--- src/rtl/fifo_axis_packet.sv ---
// fifo_axis_packet: single-clock AXI4-Stream FIFO with first-word-fall-through
// output, optional store-and-forward packet mode, per-beat sideband storage,
// occupancy/packet counters and almost-full/almost-empty flags.
//
// Storage is read asynchronously at the read pointer so the head entry is
// presented in the cycle after it is written. Handshake outputs are derived
// from registered state only. This means s_axis_tready never depends on
// m_axis_tready, and m_axis_tvalid never depends on the inputs of the same cycle.
module fifo_axis_packet #(
    parameter int DWIDTH      = 8,
    parameter int AWIDTH      = 6,
    parameter int USE_TID     = 0,
    parameter int USE_TDEST   = 0,
    parameter int USE_TUSER   = 0,
    parameter int TID_WIDTH   = 8,
    parameter int TDEST_WIDTH = 8,
    parameter int TUSER_WIDTH = 8,
    parameter int PACKET_MODE = 0,
    parameter int AF_MARGIN   = 4,
    parameter int AE_MARGIN   = 4
) (
    input  logic                   aclk,
    input  logic                   aresetn,
    // write side
    input  logic [DWIDTH-1:0]      s_axis_tdata,
    input  logic                   s_axis_tvalid,
    output logic                   s_axis_tready,
    input  logic                   s_axis_tlast,
    input  logic [TID_WIDTH-1:0]   s_axis_tid,
    input  logic [TDEST_WIDTH-1:0] s_axis_tdest,
    input  logic [TUSER_WIDTH-1:0] s_axis_tuser,
    // read side
    output logic [DWIDTH-1:0]      m_axis_tdata,
    output logic                   m_axis_tvalid,
    input  logic                   m_axis_tready,
    output logic                   m_axis_tlast,
    output logic [TID_WIDTH-1:0]   m_axis_tid,
    output logic [TDEST_WIDTH-1:0] m_axis_tdest,
    output logic [TUSER_WIDTH-1:0] m_axis_tuser,
    // status
    output logic [AWIDTH:0]        wr_data_count,
    output logic [AWIDTH:0]        rd_data_count,
    output logic [AWIDTH:0]        packet_count,
    output logic                   almost_full,
    output logic                   almost_empty,
    output logic                   oversize_err
);

    localparam int DEPTH = 2 ** AWIDTH;
    localparam logic [AWIDTH:0] AF_LEVEL = (AWIDTH + 1)'(DEPTH - AF_MARGIN);
    localparam logic [AWIDTH:0] AE_LEVEL = (AWIDTH + 1)'(AE_MARGIN);
    localparam logic [AWIDTH:0] PTR_ONE  = (AWIDTH + 1)'(1);

    // Pointers carry one extra wrap bit so full and empty are distinguishable.
    logic [AWIDTH:0] wr_ptr_q, wr_ptr_d;
    logic [AWIDTH:0] rd_ptr_q, rd_ptr_d;
    // End of the readable region; equals wr_ptr whenever packet mode is off.
    logic [AWIDTH:0] commit_ptr_q, commit_ptr_d;
    logic [AWIDTH:0] pkt_cnt_q, pkt_cnt_d;
    // Set while an oversize packet is being passed through cut-through.
    logic            cut_q, cut_d;
    logic            ovf_q, ovf_d;
    // Holds tready low during reset and releases it on the first clock edge.
    logic            ready_q;

    logic [AWIDTH-1:0] wr_idx;
    logic [AWIDTH-1:0] rd_idx;
    logic              full;
    logic              wr_fire;
    logic              rd_fire;
    logic              wr_last;
    logic              rd_last;

    // Payload storage (no reset: contents are don't-care until written)
    logic [DWIDTH-1:0] data_mem [DEPTH];
    logic              last_mem [DEPTH];

    assign wr_idx = wr_ptr_q[AWIDTH-1:0];
    assign rd_idx = rd_ptr_q[AWIDTH-1:0];

    assign full = (wr_ptr_q[AWIDTH] != rd_ptr_q[AWIDTH]) &&
                  (wr_ptr_q[AWIDTH-1:0] == rd_ptr_q[AWIDTH-1:0]);

    assign s_axis_tready = ready_q & ~full;
    assign wr_fire       = s_axis_tvalid & s_axis_tready;

    assign wr_data_count = wr_ptr_q - rd_ptr_q;
    assign rd_data_count = (PACKET_MODE != 0) ? (commit_ptr_q - rd_ptr_q) : wr_data_count;

    assign m_axis_tvalid = (rd_data_count != '0);
    assign rd_fire       = m_axis_tvalid & m_axis_tready;

    assign m_axis_tdata  = data_mem[rd_idx];
    assign m_axis_tlast  = last_mem[rd_idx];

    assign wr_last = wr_fire & s_axis_tlast;
    assign rd_last = rd_fire & m_axis_tlast;

    assign packet_count  = pkt_cnt_q;
    assign almost_full   = (wr_data_count >= AF_LEVEL);
    assign almost_empty  = (rd_data_count <= AE_LEVEL);
    assign oversize_err  = ovf_q;

    // Payload write port
    always_ff @(posedge aclk) begin
        if (wr_fire) begin
            data_mem[wr_idx] <= s_axis_tdata;
            last_mem[wr_idx] <= s_axis_tlast;
        end
    end

    // Sideband storage exists only for the enabled fields; disabled outputs read 0.
    generate
        if (USE_TID != 0) begin : g_tid
            logic [TID_WIDTH-1:0] tid_mem [DEPTH];
            // TID write port
            always_ff @(posedge aclk) begin
                if (wr_fire) begin
                    tid_mem[wr_idx] <= s_axis_tid;
                end
            end
            assign m_axis_tid = tid_mem[rd_idx];
        end else begin : g_no_tid
            logic unused_tid;
            assign unused_tid = ^s_axis_tid;
            assign m_axis_tid = '0;
        end

        if (USE_TDEST != 0) begin : g_tdest
            logic [TDEST_WIDTH-1:0] tdest_mem [DEPTH];
            // TDEST write port
            always_ff @(posedge aclk) begin
                if (wr_fire) begin
                    tdest_mem[wr_idx] <= s_axis_tdest;
                end
            end
            assign m_axis_tdest = tdest_mem[rd_idx];
        end else begin : g_no_tdest
            logic unused_tdest;
            assign unused_tdest = ^s_axis_tdest;
            assign m_axis_tdest = '0;
        end

        if (USE_TUSER != 0) begin : g_tuser
            logic [TUSER_WIDTH-1:0] tuser_mem [DEPTH];
            // TUSER write port
            always_ff @(posedge aclk) begin
                if (wr_fire) begin
                    tuser_mem[wr_idx] <= s_axis_tuser;
                end
            end
            assign m_axis_tuser = tuser_mem[rd_idx];
        end else begin : g_no_tuser
            logic unused_tuser;
            assign unused_tuser = ^s_axis_tuser;
            assign m_axis_tuser = '0;
        end
    endgenerate

    // Next-state logic for pointers, commit point, packet counter and error flag
    always_comb begin
        wr_ptr_d     = wr_ptr_q;
        rd_ptr_d     = rd_ptr_q;
        commit_ptr_d = commit_ptr_q;
        pkt_cnt_d    = pkt_cnt_q;
        cut_d        = cut_q;
        ovf_d        = ovf_q;

        if (wr_fire) begin
            wr_ptr_d = wr_ptr_q + PTR_ONE;
        end
        if (rd_fire) begin
            rd_ptr_d = rd_ptr_q + PTR_ONE;
        end

        if (PACKET_MODE != 0) begin
            if (wr_fire && (s_axis_tlast || cut_q)) begin
                // A closing beat, or any beat of an oversize packet, becomes readable.
                commit_ptr_d = wr_ptr_q + PTR_ONE;
            end else if (full && (pkt_cnt_q == '0)) begin
                // Full with no complete packet: the packet can never fit, so
                // release what is stored and pass the rest through.
                commit_ptr_d = wr_ptr_q;
                cut_d        = 1'b1;
                ovf_d        = 1'b1;
            end
            if (wr_last) begin
                cut_d = 1'b0;
            end
        end

        case ({wr_last, rd_last})
            2'b10:   pkt_cnt_d = pkt_cnt_q + PTR_ONE;
            2'b01:   pkt_cnt_d = pkt_cnt_q - PTR_ONE;
            default: pkt_cnt_d = pkt_cnt_q;
        endcase
    end

    // State registers, cleared asynchronously by aresetn
    always_ff @(posedge aclk or negedge aresetn) begin
        if (!aresetn) begin
            wr_ptr_q     <= '0;
            rd_ptr_q     <= '0;
            commit_ptr_q <= '0;
            pkt_cnt_q    <= '0;
            cut_q        <= 1'b0;
            ovf_q        <= 1'b0;
            ready_q      <= 1'b0;
        end else begin
            wr_ptr_q     <= wr_ptr_d;
            rd_ptr_q     <= rd_ptr_d;
            commit_ptr_q <= commit_ptr_d;
            pkt_cnt_q    <= pkt_cnt_d;
            cut_q        <= cut_d;
            ovf_q        <= ovf_d;
            ready_q      <= 1'b1;
        end
    end

endmodule

--- config.mk ---
export PLATFORM = sky130hd
export DESIGN_NAME = fifo_axis_packet
export DESIGN_NICKNAME = d
export VERILOG_FILES = /design/src/rtl/fifo_axis_packet.sv
export SDC_FILE = /design/constraint.sdc
export NUM_CORES = 1
export LEC_CHECK = 0
export BUFFER_PORTS_ARGS = -buffer_cell sky130_fd_sc_hd__buf_4
export CORE_MARGIN = 2
export CORE_UTILIZATION = 35
export CTS_BUF_LIST = sky130_fd_sc_hd__clkbuf_4 sky130_fd_sc_hd__clkbuf_8 sky130_fd_sc_hd__clkbuf_16
export CTS_CLUSTER_DIAMETER = 150
export DETAILED_ROUTE_END_ITERATION = 7
export PLACE_DENSITY = 0.53
export SETUP_SLACK_MARGIN = 0.3
export SYNTH_ARGS = -nofsm -noshare
export SYNTH_HDL_FRONTEND = slang
export SYNTH_SLANG_ARGS = --single-unit
--- constraint.sdc ---
create_clock -name aclk -period 7.5 [get_ports aclk]
set_input_delay 1.875 -clock aclk [delete_from_list [all_inputs] [get_ports aclk]]
set_output_delay 1.875 -clock aclk [all_outputs]
set_load 0.01 [all_outputs]
==> out/results.ini <==
[outcome]
run_status=completed

[route]
drt-initial-drc-count=1052
wl_um=54800
avgRoutedWirePerCell_um=25.7
postRouteAntennaNets=0
via_to_cell_ratio=5.25
detailedRoute.firstPassIterationCount=5
route.vias.total=11181
drt_drc_violations_left=0

[grt]
grt_use_met2_pct=25.0
grt_busiest_layer=met2
grt_max_degree=86
global_route_usage_sum_pct=15.8
grt_util_met1_pct=21.6
grt-ovfl-total=0
global_route_wire_length_before_repair_um=79700
grt_antenna_before_repair=0
gr-usage-met3_pct=4.24
first_global_vias=11330

[place]
hpwl_um=31900
io_buffers=46
placement.setup.worst_slack_ns=1.92
gp_congestion=0.777

[timing]
timing_max_transition_violations_final=0
timing.final.crit_period_ns=6.07
finalClockSkew_ns=0.0279
hold_violations=0
final_worst_path_period_share_pct=81.0
finalWorstSetupSlack_ns=1.43
report.final.setup_viol=0
worst_slew_pin_slew_ns=1.01
slew_headroom_pct=32.3
rsz0062_at_grt=false
fin_tns_setup_ns=0
max_freq_mhz=165

[synthesis]
ys_seq_elements=598
ys_types=48
synth_largest_type_area_fraction_pct=72.2
synth_warnings=0
synth_seq_area_share_pct=74.5
synth-edff-count=576
yosys.area.top_type=edfxtp_1
synthesis.area_sq_mm=0.0240
post_synth_main_area_contributors=edfxtp_1, mux4_2, dfrtp_1, mux4_1, nor2_1
synth-async-reset-ratio_pct=3.68
synthCells=1154
syn_area_per_cell_sq_um=20.8
synth-main-ff-cell=edfxtp_1

[critical_path]
worstSetupStartpointType=register
timing.critical_path.required_ns=5.62
worst-r2r-cell-count=17
cp_data_arrival_time_ns=4.20
path_max_fanout=34
critPathKind=register to output port
r2r_slack_ns=1.80
setup.worst_path.end_class=output port

[cts]
root_buffer=clkbuf_16
clock_sink_count=598
ctsResizeCount=0
holdBufCountCts=0
cts_tree=done
setup_bufs_post_cts=0
clock_h_tree_levels=3
clk_transition_reported_paths_ns=0.06
clk_path_buf_depth=3
clk-insertion-delay-late_ns=0.60
cts_made_buffers=66

[floorplanning]
core_sq_mm=0.0675
dieArea_sq_mm=0.0706
dieHeight_um=266
die_w_um=266
placementRows=95
floorplan.initialDensity_pct=35.5
io_pins=96

[hold_path]
min_path_cells=1
hp-class=register to register

[final_layout]
n_antenna_cell=0
layout-area-overhead-vs-synth_pct=12.9
postLayoutCoreUtil_pct=40.1
nets=1263
post_route_cells_drive_above_1_share_pct=25.1

[power_and_ir_drop]
power_density_mw_per_mm2=386
vdd.ir_drop.worst_mv=0.337
leakagePower_nw=8.60

[job]
timing.max_cap.violations=0

-- final timing paths --
path | startpoint | end
max reg2reg | rd_ptr_q[2] | packet_count[6]
min | packet_count[6] | packet_count[6]
min reg2reg | packet_count[6] | packet_count[6]
min in group asynchronous | aresetn | rd_ptr_q[3]
max in group asynchronous | aresetn | rd_ptr_q[0]
max | rd_ptr_q[2] | m_axis_tvalid
-- synthesized netlist by cell type (12+ instances only) --
| cell | count |
|---|---|
| a21oi_1 | 16 |
| a22oi_1 | 12 |
| buf_4 | 39 |
| clkbuf_1 | 24 |
| dfrtp_1 | 22 |
| edfxtp_1 | 576 |
| ha_1 | 14 |
| inv_1 | 16 |
| mux4_1 | 15 |
| mux4_2 | 153 |
| nand2_1 | 25 |
| nand3_1 | 17 |
| nor2_1 | 80 |
| nor3_1 | 14 |
| xnor2_1 | 12 |
-- power by group --
| part | internal (W) | total [W] | switching [W] |
|---|---|---|---|
| logic | 0.00152 | 0.00339 | 0.00186 |
| clock network | 0.00183 | 0.00308 | 0.00126 |
| registers | 0.00377 | 0.00398 | 0.000209 |
-- metrics by stage --
stage	hold slack [ns]	power (W)	std cells	area (sq um)
final	0.467	0.0105	2128	27100
after global routing	0.505	0.0109	2128	27100
after CTS	0.470	0.0106	2128	27100
after detailed placement	0.459	0.00747	2015	25000
after global placement	0.467	0.00745	2015	25000
after floorplan	0.462	0.00628	1178	24100
-- cell type report --
cell class              instances  area, sq um
fillers                      5984        40400
clock inverters                30          249
repair buffers                 52          415
well taps                     873         1090
inverters                      17         63.8
clock buffers                  83         1800
multi-input cells             475         5590
flip-flops and latches        598        17900
-- placed cells by master, fill, tap and decap left out, types with 3 or more instances in the layout --
master	Yosys	final
mux4_2	153	153
clkinv_2	0	7
nand2_1	25	25
clkinv_1	1	14
clkbuf_4	0	16
o21ai_0	9	9
nand4_1	3	3
a211oi_1	9	9
xnor2_1	12	12
nand3b_1	4	4
nand3_1	17	17
clkbuf_16	0	67
mux4_1	15	15
ha_1	14	14
and2_1	9	9
edfxtp_1	576	576
nor2b_1	3	3
xor2_1	10	10
buf_4	39	50
a21oi_1	16	16
nor3_1	14	14
inv_6	0	3
inv_1	16	16
o21ai_1	8	8
bufinv_16	0	4
nor2_1	80	80
dfrtp_1	22	19
o22ai_1	8	8
a22oi_1	12	12
and3_1	7	7
conb_1	2	26
-- routing by layer --
layer / wire length, um / up-vias
met5: 0 / -
met4: 1340 / 0
met3: 3620 / 81
met2: 26300 / 362
met1: 23500 / 5939
li1: - / 4799
-- cell families after synthesis --
group	after synthesis	share of synthesized area (%)
flops	598	74.5
buf+inv	105	2.58
mux	170	16.1
simple gates	170	3.26
other cells	2	0.0313
compound gates	71	1.85
xor+xnor	22	0.804
fa+ha+maj	16	0.898
-- flip-flops by register name, summed over array words and instances, names as in the netlist --
name,count
wr_ptr_q,7
packet_count,7
data_mem,512
rd_ptr_q,7
ready_q,1
last_mem,64
-- critical path: stages (launching register included) --
cell and delay [ns]:
dfrtp_2 0.96, inv_1 0.50, ha_1 0.49, a211oi_1 0.38
o21bai_1 0.13, a21oi_1 0.18, xor2_1 0.36, nand4_2 0.34
buf_4 0.26
Note: power is estimated with default switching activity, not from simulation.
